### src/rtl/reg_bank_arbiter_pkg.sv
// Shared constants and FSM encoding for the register-bank debug arbiter.
// Imported by the arbiter and by anything that needs its defaults.
package reg_bank_arbiter_pkg;

  localparam int DEF_DATA_WIDTH    = 32;
  localparam int DEF_REG_ADDR_BITS = 5;
  localparam int DEF_NUM_REGS      = 32;
  localparam int DEF_DRAIN_CYCLES  = 3;

  typedef enum logic [2:0] {
    S_IDLE,
    S_DRAIN,
    S_READ,
    S_HOLD,
    S_DONE
  } arb_state_t;

endpackage

### src/rtl/reg_bank_arbiter.sv
// Arbitrates register-bank port A between the decode stage and a debug
// dump engine that streams every register out over a valid/ready link.
module reg_bank_arbiter
  import reg_bank_arbiter_pkg::*;
#(
  parameter int DATA_WIDTH    = DEF_DATA_WIDTH,
  parameter int REG_ADDR_BITS = DEF_REG_ADDR_BITS,
  parameter int NUM_REGS      = DEF_NUM_REGS,
  parameter int DRAIN_CYCLES  = DEF_DRAIN_CYCLES
) (
  input  logic                     clk,
  input  logic                     rst_n,
  input  logic [REG_ADDR_BITS-1:0] id_addr_a_in,
  input  logic [REG_ADDR_BITS-1:0] id_addr_b_in,
  input  logic                     wb_write_w_in,
  input  logic [REG_ADDR_BITS-1:0] wb_addr_w_in,
  input  logic [DATA_WIDTH-1:0]    wb_data_in,
  input  logic [DATA_WIDTH-1:0]    rb_a_data_in,
  input  logic                     dbg_dump_req,
  input  logic                     dbg_ready,
  output logic [REG_ADDR_BITS-1:0] rb_addr_a_out,
  output logic [REG_ADDR_BITS-1:0] rb_addr_b_out,
  output logic                     rb_write_w_out,
  output logic [REG_ADDR_BITS-1:0] rb_addr_w_out,
  output logic [DATA_WIDTH-1:0]    rb_w_data_out,
  output logic                     stall_out,
  output logic                     dbg_valid,
  output logic [DATA_WIDTH-1:0]    dbg_data,
  output logic [REG_ADDR_BITS-1:0] dbg_addr,
  output logic                     dbg_done
);

  localparam logic [REG_ADDR_BITS-1:0] LAST_IDX =
    REG_ADDR_BITS'(NUM_REGS - 1);
  localparam logic [REG_ADDR_BITS-1:0] DRAIN_INIT =
    REG_ADDR_BITS'(DRAIN_CYCLES - 1);

  arb_state_t               r_state;
  arb_state_t               w_next;
  logic [REG_ADDR_BITS-1:0] r_idx;
  logic [REG_ADDR_BITS-1:0] r_cnt;
  logic                     r_stall;
  logic                     r_valid;
  logic [DATA_WIDTH-1:0]    r_data;
  logic [REG_ADDR_BITS-1:0] r_addr;
  logic                     r_done;
  logic                     w_accept;
  logic                     w_dump_port;

  assign w_accept = (r_state == S_HOLD) && r_valid && dbg_ready;

  always_comb begin
    w_next = r_state;
    unique case (r_state)
      S_IDLE:  if (dbg_dump_req) w_next = S_DRAIN;
      S_DRAIN: if (r_cnt == '0) w_next = S_READ;
      S_READ:  w_next = S_HOLD;
      S_HOLD: begin
        if (w_accept)
          w_next = (r_idx == LAST_IDX) ? S_DONE : S_READ;
      end
      S_DONE:  w_next = S_IDLE;
      default: w_next = S_IDLE;
    endcase
  end

  always_ff @(posedge clk or negedge rst_n) begin
    if (!rst_n) begin
      r_state <= S_IDLE;
      r_idx   <= '0;
      r_cnt   <= '0;
      r_stall <= 1'b0;
      r_valid <= 1'b0;
      r_data  <= '0;
      r_addr  <= '0;
      r_done  <= 1'b0;
    end else begin
      r_state <= w_next;
      r_stall <= (w_next != S_IDLE);
      r_done  <= w_accept && (r_idx == LAST_IDX);
      unique case (r_state)
        S_IDLE: begin
          if (dbg_dump_req) begin
            r_cnt <= DRAIN_INIT;
            r_idx <= '0;
          end
        end
        S_DRAIN: begin
          if (r_cnt != '0) r_cnt <= r_cnt - 1'b1;
        end
        S_READ: begin
          r_data  <= rb_a_data_in;
          r_addr  <= r_idx;
          r_valid <= 1'b1;
        end
        S_HOLD: begin
          if (w_accept) begin
            r_valid <= 1'b0;
            if (r_idx != LAST_IDX) r_idx <= r_idx + 1'b1;
          end
        end
        default: ;
      endcase
    end
  end

  // Dump engine owns port A from the first read until it returns to idle.
  always_comb begin
    w_dump_port = 1'b0;
    unique case (1'b1)
      (r_state == S_READ),
      (r_state == S_HOLD),
      (r_state == S_DONE): w_dump_port = 1'b1;
      default:             w_dump_port = 1'b0;
    endcase
  end

  assign rb_addr_a_out  = w_dump_port ? r_idx : id_addr_a_in;
  assign rb_addr_b_out  = id_addr_b_in;
  assign rb_write_w_out = wb_write_w_in;
  assign rb_addr_w_out  = wb_addr_w_in;
  assign rb_w_data_out  = wb_data_in;

  assign stall_out = r_stall;
  assign dbg_valid = r_valid;
  assign dbg_data  = r_data;
  assign dbg_addr  = r_addr;
  assign dbg_done  = r_done;

endmodule
### config.mk
export PLATFORM = sky130hd
export DESIGN_NAME = reg_bank_arbiter
export DESIGN_NICKNAME = d
export VERILOG_FILES = /design/src/rtl/reg_bank_arbiter_pkg.sv /design/src/rtl/reg_bank_arbiter.sv
export SDC_FILE = /design/constraint.sdc
export NUM_CORES = 1
export LEC_CHECK = 0
export BUFFER_PORTS_ARGS = -buffer_cell sky130_fd_sc_hd__buf_4
export CAP_MARGIN = 20
export CELL_PAD_IN_SITES_DETAIL_PLACEMENT = 1
export CELL_PAD_IN_SITES_GLOBAL_PLACEMENT = 2
export CORE_AREA = 2 2 103 105
export DETAILED_ROUTE_END_ITERATION = 12
export DIE_AREA = 0 0 105 107
export PLACE_DENSITY = 0.87
export SLEW_MARGIN = 5
export SYNTH_ARGS = -nofsm -noshare
export SYNTH_HDL_FRONTEND = slang
export SYNTH_SLANG_ARGS = --single-unit
### constraint.sdc
create_clock -name clk -period 6.3 [get_ports clk]
set_clock_uncertainty 0.1 [all_clocks]
set_input_delay 1.575 -clock clk [delete_from_list [all_inputs] [get_ports clk]]
set_output_delay 1.575 -clock clk [all_outputs]
set_load 0.02 [all_outputs]
Yosys cells after proc, flatten, opt, wreduce, memory -nomap -nowiden

Index checks and enable logic that the tools add are counted.

Bits in registers: 53
Bits of input ports: 84
Output and inout port bits: 88
Logic and storage cells: 50

Add/subtract/negate cells: 2
Eq/ne operators: 10
Mux-type cells: 16
Reduce and logical (&&, ||, !) cells: 14

Operators with widths:

| cell                                                  | count |
|---|---|
| two-way mux 5 bit                                     | 6 |
| case mux 5 bit (2 select lines)                       | 2 |
| two-way mux 3 bit                                     | 4 |
| case mux 3 bit (4 select lines)                       | 1 |
| equality test 3 x 2 -> 1 bit, second input constant   | 2 |
| inequality test 2 bit, second input constant          | 3 |
| nonzero test 2 bit                                    | 3 |
| adder 5 x 1 -> 5 bit, second input constant           | 1 |
| equality test 5 bit, second input constant            | 1 |
| logical NOT 5 bit                                     | 1 |
| inequality test 5 bit, second input constant          | 1 |
| nonzero test 5 bit                                    | 1 |
| subtractor 5 x 1 -> 5 bit, second input constant      | 1 |
| AND reduction 4 bit                                   | 1 |
| equality test 3 x 1 -> 1 bit, second input constant   | 1 |
| equality test 3 bit, second input constant            | 1 |
| logical AND 1 bit                                     | 3 |
| logical NOT 3 bit                                     | 1 |
| AND reduction 3 bit                                   | 1 |
| nonzero test 3 bit                                    | 1 |
| OR reduction 3 bit                                    | 1 |
| two-way mux 1 bit                                     | 2 |
| inequality test 2 x 1 -> 1 bit, second input constant | 1 |
| case mux 1 bit (2 select lines)                       | 1 |
| AND reduction 2 bit                                   | 1 |

Logic depth before layout (Yosys ltp)

Gate-level depths: netlist (run 1).

Word-level depth: 6
Depth in mapped cells: 7
Depth with buffers taken out: 6

Least setup slack after synthesis (run 1)

Ideal clock, no wire load.

Path kind: input -> output
Start point: input port id_addr_a_in[0]
End point: output port rb_addr_a_out[0]
Data arrival time: 1880 ps
Required time: 4625 ps
Setup slack: 2745 ps
Cell stages on the path: 1
Buffers on the path: 0
Path through: mux2_2

Longest elaborated chain between the ends: 1

RTL lines:

| what              | RTL line                | RTL |
|---|---|---|
| start, declared   | reg_bank_arbiter.sv:13  | `input logic [REG_ADDR_BITS-1:0] id_addr_a_in,` |
| two-way mux 5 bit | reg_bank_arbiter.sv:118 | `assign rb_addr_a_out = w_dump_port ? r_idx : id_addr_a_in;` |
| end, declared     | reg_bank_arbiter.sv:21  | `output logic [REG_ADDR_BITS-1:0] rb_addr_a_out,` |

No other way between the ends.

Worst setup path in the final report (run 1)

Start point: input port id_addr_a_in[4]
End point: output port rb_addr_a_out[4]

The elaborated chain is that of the path after synthesis.

==> results of run 1 <==
==> routing by layer <==
layer | vias to the layer above | GRT usage (%) | wire [um]
met3 | 23 | 3.59 | 439
met5 | - | 0 | 0
met2 | 77 | 17.6 | 2970
met1 | 856 | 11.8 | 2290
li1 | 770 | - | -
met4 | 0 | 4.95 | 146
==> power by group <==
group          internal, mW  total, mW  switching, mW
clock network        0.0875      0.194          0.107
logic                0.0158     0.0260         0.0102
registers             0.340      0.341       0.000535
==> cells in the final DEF, fill, tap and decap left out, types with 2 or more instances in the layout <==
cell type and count:
clkbuf_8 6, o21ai_0 3, or4b_2 2, nor2_1 3
nand3_1 3, ha_1 4, o31ai_1 2, dfrtp_1 53
o211ai_1 4, a21oi_1 2, nor3_1 3, nand2_1 7
and3_1 4, buf_4 85, mux2_2 42, inv_1 5
mux2i_1 3
==> layout make-up <==
type	instances	area [um2]	share of cell area (%)
inverters	5	18.8	0.598
clock buffers	7	86.3	2.75
repair buffers	86	658	21.0
flip-flops and latches	53	1330	42.3
well taps	136	170	5.42
multi-input cells	100	878	28.0
==> state kept, by name, summed over array words and instances (netlist names) <==
name       flops
stall_out      1
dbg_data      32
dbg_valid      1
r_state        3
dbg_addr       5
dbg_done       1
r_idx          5
r_cnt          5
==> path summary, 6_finish.rpt <==
path / startpoint / to / slack [ps] / cells past startpoint
min in group asynchronous: rst_n / dbg_valid / 1200 / 1
max in group asynchronous: rst_n / dbg_data[0] / 4410 / 1
min: dbg_addr[4] / dbg_addr[4] / 410 / 1
max: id_addr_a_in[4] / rb_addr_a_out[4] / 2520 / 3
max reg2reg: r_idx[0] / r_idx[3] / 3880 / 6
min reg2reg: dbg_addr[4] / dbg_addr[4] / 410 / 1
==> logic make-up after synthesis <==
family,after synthesis
mux,45
compound gates,18
flops,53
fa+ha+maj,4
buf+inv,56
simple gates,33
==> worst max-delay path: stages <==
cell    delay, ps
buf_4         110
mux2_2        250
buf_4         160
==> through the flow <==
stage | cell area [um2] | power [mW] | worst slack [ps]
5_1_grt | 3140 | 0.587 | 2500
3_3_place_gp | 3030 | 0.374 | 2520
6_report | 3140 | 0.561 | 2520
4_1_cts | 3120 | 0.574 | 2520
3_5_place_dp | 3030 | 0.374 | 2520
2_1_floorplan | 2580 | 0.388 | 2740
==> summary.txt, run 1 <==
Critical path
  – Crit path kind: in2out
  – CP arrival: 2100 ps
  – Worst-path maximum fanout: 1
  – CP Capture Type: primary output
  – CP Launch Type: input port
  – WP data required: 4620 ps

Synth
  – Synth async-reset ratio: 100%
  – Synth Area in Compound Gates: 4.84%
  – EDFF count, synth: 0
  – Syn Inst Count: 209
  – Top-count cell post-synth: dfrtp_1
  – Largest family of logic cells by synthesized area: multiplexers
  – Seq cells post-synth: 53
  – Synthesized area: around 0.0026 mm2
  – Synth Area in Adders: 1.94%
  – Top-area cell type share of the netlist area: about half
  – Synth top cells by count: dfrtp_1 (53), buf_4 (45), mux2_2 (42)
  – Sequential share of the synthesized area: 51.4%
  – Top FF cell, synth: dfrtp_1
  – Yosys cell types: 35
  – Top cells by area, synth: dfrtp_1 (51%), mux2_2 (18%), buf_4 (13%)
  – Post-synthesis simple-gate area fraction: 7.46%
  – XOR/XNOR Fraction of Synth Area: 0%
  – YS warnings: 0
  – Mapped Nets: about 300
  – Post-synthesis mux area share: 19.5%
  – Biggest area consumer among synthesized cells: dfrtp_1
  – Syn Area/Cell: 12.4 um2

Min path
  – Hold Crit Class: reg2reg

Power
  – IR drop worst, VDD: 0.0000717 V
  – P per Cell Area: about 180 mW/mm2
  – Leakage: 1.65 nW

Finish
  – Fin nets: 339
  – Layout cell share with drive strength beyond 1: 55.0%
  – Post-route core utilization: 31.1%
  – Area Overhead vs Synth: 21.5%
  – Finished Layout Cells: 387
  – Diodes inserted: 0
  – Filler instances: between 1000 and 1500

STA
  – Tightest Pin Transition: about 700 ps
  – Rel. slew slack: 53.1%
  – Setup violators final: 0
  – F_max: 0.265 GHz
  – Final period util: between 50% and 60%
  – Fin. Hold Viols: 0
  – RSZ-0062 raised after global routing: false
  – Worst hold margin: 413 ps
  – Setup TNS: 0 ps
  – Max-slew violations: 0
  – Min cycle time layout: 3780 ps

CTS
  – Worst-Skew Late Latency: 300 ps
  – Post-CTS Hold Buffers: 0
  – Clock Path Buffers: 2
  – Clk sinks: 53
  – Root Driver: clkbuf_8
  – CTS Buf Count: 5
  – PostCTS Resize Cnt: 0
  – CTS tree: done
  – Clk slew on worst S/H paths: roughly 90 ps
  – Post-CTS Setup Repair Bufs: 0
  – Clock H-tree levels: 2

Route
  – DRC Markers: 0
  – 1st-pass router iterations: 5
  – Routed WL: 5.84 mm
  – DR iter-0 viols: between 70 and 80
  – ANT nets after route: 0
  – WL/cell: 15.1 um
  – Routed vias: about 1700
  – Vias per cell: between 4 and 5

Floorplan
  – Initial core utilization: 25.6%
  – Core area: 0.0101 mm2
  – IO Count: around 170
  – Die area: 0.0112 mm2
  – Die Ht: 107 um
  – Site Rows: 37
  – Chip width: roughly 110 um

Placed design
  – PortBufs: 85
  – Hpwl dp: 4.31 mm
  – Dpl cells: 379
  – Final Wtd Congestion: 0.682

GRT
  – Total GRT Usage: 10.4%
  – Initial antenna violation count: 0
  – Vias in the first global route: 1875
  – Grt ovf: 0
  – First-pass GRT wire length: 9.38 mm
  – Largest net degree at the start of global routing: 54

Status
  – Status: finished clean

Run
  – Max cap viols: 0
Note: power is estimated with default switching activity, not from simulation.
==> inputs of run 2 (changes only) <==
Settings changed: ABC_AREA from default to 1, CORE_AREA 2 2 103 105 to 2 2 110 112, DIE_AREA 0 0 105 107 to 0 0 112 114, PLACE_DENSITY 0.87 to 0.82.
Clock period 6.3 ns to 3.95 ns, I/O delays scaled along.
==> summary.txt, run 2 <==
Status
  – Status: finished clean

Finish
  – Fin nets: 385 (+14%)
  – Multi-input combinational cell area: 973 um2 (+11%)
  – Total area of sequential cells: 0.00133 mm2 (unchanged)
  – Diodes inserted: 0 (unchanged)
  – Area Overhead vs Synth: 23.2%
  – Most frequent standard cell in the layout excluding fill and tap cells: buf_4
  – Layout cell share with drive strength beyond 1: 46.0% (-9.0 points)
  – Filler instances: 1318 (+12%)
  – Largest register FFs: 32 (unchanged)
  – Most frequent cells in the layout: buf_4 (85), dfrtp_1 (53), nand2_1 (42)

Critical path
  – Worst-path cell chain: nor2_1 -> o21ai_2 -> nand2_1 -> o21ai_0 -> buf_4
  – CP arrival: 1500 ps (-600 ps)
  – Crit path kind: reg2out
  – Crit path max-delay family: compound AO/OA/AOI/OAI gates
  – CP Launch Type: register
  – Slowest stage delay, CP: 420 ps (+170 ps)
  – Worst-path maximum fanout: 10 (+9)
  – CP Buf/Inv Count: 1 (-1)
  – CP Capture Type: primary output
  – WP data required: 2860 ps (-1760 ps)
  – Slowest stage cell on the critical path: dfrtp_1

Placed design
  – PortBufs: 85 (unchanged)
  – Final Wtd Congestion: 0.715 (+4.9%)
  – Hpwl dp: 4.32 mm (+0.26%)

GRT
  – Grt ovf: 0 (unchanged)
  – First-pass GRT wire length: 9.80 mm (+4.5%)
  – Initial antenna violation count: 0 (unchanged)
  – Largest net degree at the start of global routing: 54 (unchanged)
  – Total GRT Usage: 9.62% (-0.80 points)
  – Vias in the first global route: 1939 (+3.4%)

CTS
  – CTS Buf Count: 5 (unchanged)
  – Clk sinks: 53 (unchanged)
  – Post-CTS Hold Buffers: 0 (unchanged)
  – Post-CTS Setup Repair Bufs: 0 (unchanged)
  – Clock Path Buffers: 2 (unchanged)
  – CTS tree: done
  – Clk slew on worst S/H paths: 70 ps (-20 ps)
  – Clock H-tree levels: 2 (unchanged)
  – Root Driver: clkbuf_16
  – PostCTS Resize Cnt: 0 (unchanged)
  – Worst-Skew Late Latency: 290 ps (about the same)

Floorplan
  – Chip width: 112 um (+6.7%)
  – Core area: 0.0117 mm2 (+16%)
  – IO Count: 172 (unchanged)
  – Die area: 0.0128 mm2 (+14%)
  – Initial core utilization: 23.4% (-2.2 points)
  – Die Ht: 114 um (+6.5%)
  – Site Rows: 40 (+8.1%)

STA
  – Setup violators final: 0 (unchanged)
  – Final period util: 65.4%
  – Max-slew violations: 0 (unchanged)
  – Rel. slew slack: 49.0% (-4.1 points)
  – Setup TNS: 0 ps (unchanged)
  – F_max: 0.387 GHz
  – Tightest Pin Transition: 765 ps (+61.5 ps)
  – Fin. Hold Viols: 0 (unchanged)
  – Min cycle time layout: 2580 ps
  – RSZ-0062 raised after global routing: false

Synth
  – Mapped Nets: 340 (+14%)
  – Syn Area/Cell: 10.9 um2 (-12%)
  – EDFF count, synth: 0 (unchanged)
  – Top cells by area, synth: dfrtp_1 (48%), mux2_4 (15%), buf_4 (12%)
  – YS warnings: 0 (unchanged)
  – Top-area cell type share of the netlist area: 48.4% (-2.9 points)
  – Synth top cells by count: dfrtp_1 (53), buf_4 (43), nand2_1 (42)
  – Synth async-reset ratio: 100% (unchanged)
  – Sequential share of the synthesized area: 48.4% (-2.9 points)
  – Biggest area consumer among synthesized cells: dfrtp_1
  – Yosys cell types: 24 (-31%)
  – Top-count cell post-synth: dfrtp_1
  – Syn Inst Count: 252 (+21%)
  – Seq cells post-synth: 53 (unchanged)
  – Synthesized area: 0.00274 mm2 (+6.1%)
  – Top FF cell, synth: dfrtp_1

Power
  – Leakage: 1.73 nW (+5.1%)
  – P per Cell Area: 838 mW/mm2 (+370%)
  – Gate power share: 50.2% (+46 points)
  – Seq pwr share: 31.9% (-29 points)
  – Sw Share: 37.4% (+16 points)
  – Total power: 2.83 mW (+400%)
  – P_int: 1.77 mW (+300%)
  – Clock power share: 17.8% (-17 points)
  – IR drop worst, VDD: 0.000406 V (+470%)
  – Net switching power figure: 1.06 mW (+800%)

Route
  – DRC Markers: 0 (unchanged)
  – DR iter-0 viols: 76 (+2.7%)
  – 1st-pass router iterations: 4 (-1)
  – Routed vias: 1873 (+8.5%)
  – Routed WL: 6.00 mm (+2.7%)
  – Vias per cell: 4.21 (-5.6%)
  – WL/cell: 13.5 um (-11%)
  – ANT nets after route: 0 (unchanged)

Run
  – Max cap viols: 0 (unchanged)

Min path
  – Hold Crit Class: reg2reg
==> run 2: changes by cell type after synthesis, sizes merged, moves of 4 or more <==
cell / previous run / this run
nand3: 3 / 17
o21ai: 3 / 17
and3: 4 / 0
inv: 5 / 21
nand2: 7 / 46
o211ai: 4 / 0
buf: 50 / 46
nor2: 4 / 11
mux2: 42 / 32
==> run 2: path summary, 6_finish.rpt <==
| path | end | cells after the start | slack [ps] | start |
|---|---|---|---|---|
| worst max register to register | dbg_data[6] | 3 | 2060 | r_state[2] |
| worst min-delay path | dbg_addr[0] | 2 | 390 | dbg_addr[0] |
| max in group asynchronous | dbg_addr[4] | 1 | 2640 | rst_n |
| min in group asynchronous | dbg_data[10] | 1 | 620 | rst_n |
| worst max-delay path | rb_addr_a_out[3] | 5 | 1370 | r_state[1] |
| worst min register to register | dbg_addr[0] | 2 | 390 | dbg_addr[0] |
==> run 2: final cells by class <==
cell class | instances | area share [%]
clock buffers | 7 | 4.23
clock inverters | 1 | 0.890
inverters | 21 | 2.34
multi-input cells | 131 | 28.9
flip-flops and latches | 53 | 39.3
well taps | 147 | 5.45
repair buffers | 85 | 18.9
==> run 2: layer usage <==
| metal | routed length [um] | share of wire (%) | up-vias | GRT usage (%) |
|---|---|---|---|---|
| li1 | - | - | 862 | - |
| met1 | 2430 | 40 | 914 | 11.5 |
| met2 | 2950 | 49 | 77 | 15.6 |
| met3 | 486 | 8.1 | 20 | 3.19 |
| met4 | 137 | 2.3 | 0 | 4.96 |
| met5 | 0 | 0 | - | 0 |
==> run 2: cell families (layout without fill, tap and decap cells) <==
| family | Yosys count | in the layout | share of synthesized area (%) |
|---|---|---|---|
| AO/OA/AOI/OAI | 17 | 17 | 3.38 |
| XOR/XNOR | 1 | 1 | 0.320 |
| adder cells (fa/ha/maj) | 4 | 4 | 1.83 |
| buffers and inverters | 68 | 114 | 16.0 |
| flip-flops | 53 | 53 | 48.4 |
| multiplexers | 32 | 32 | 16.9 |
| AND/OR/NAND/NOR | 77 | 77 | 13.2 |
==> run 2: power groups by stage <==
stage	Sequential, mW	Combinational (mW)	Clock [mW]
after global placement	0.897	1.42	0
after floorplan	1.11	0.808	0
final	0.903	1.42	0.504
after CTS	0.906	1.45	0.528
after detailed placement	0.914	1.44	0
after global routing	0.934	1.55	0.545
==> run 2: tightest hold or removal path: cells and delay by family (launching register included) <==
kind	cells	cell delay (ps)
simple gates	1	50
compound gates	1	60
flops	1	340
==> run 2: stage by stage <==
stage               hold slack, ps  cells  setup slack, ps  utilization (%)  area, um2
finish                         388    445             1370             28.8       3370
global route                   409    445             1160             28.8       3370
CTS                            392    445             1330             28.8       3370
detailed placement             374    437             1460             27.3       3200
global placement               369    437             1480             27.3       3200
floorplan                      370    252             1600                -       2740
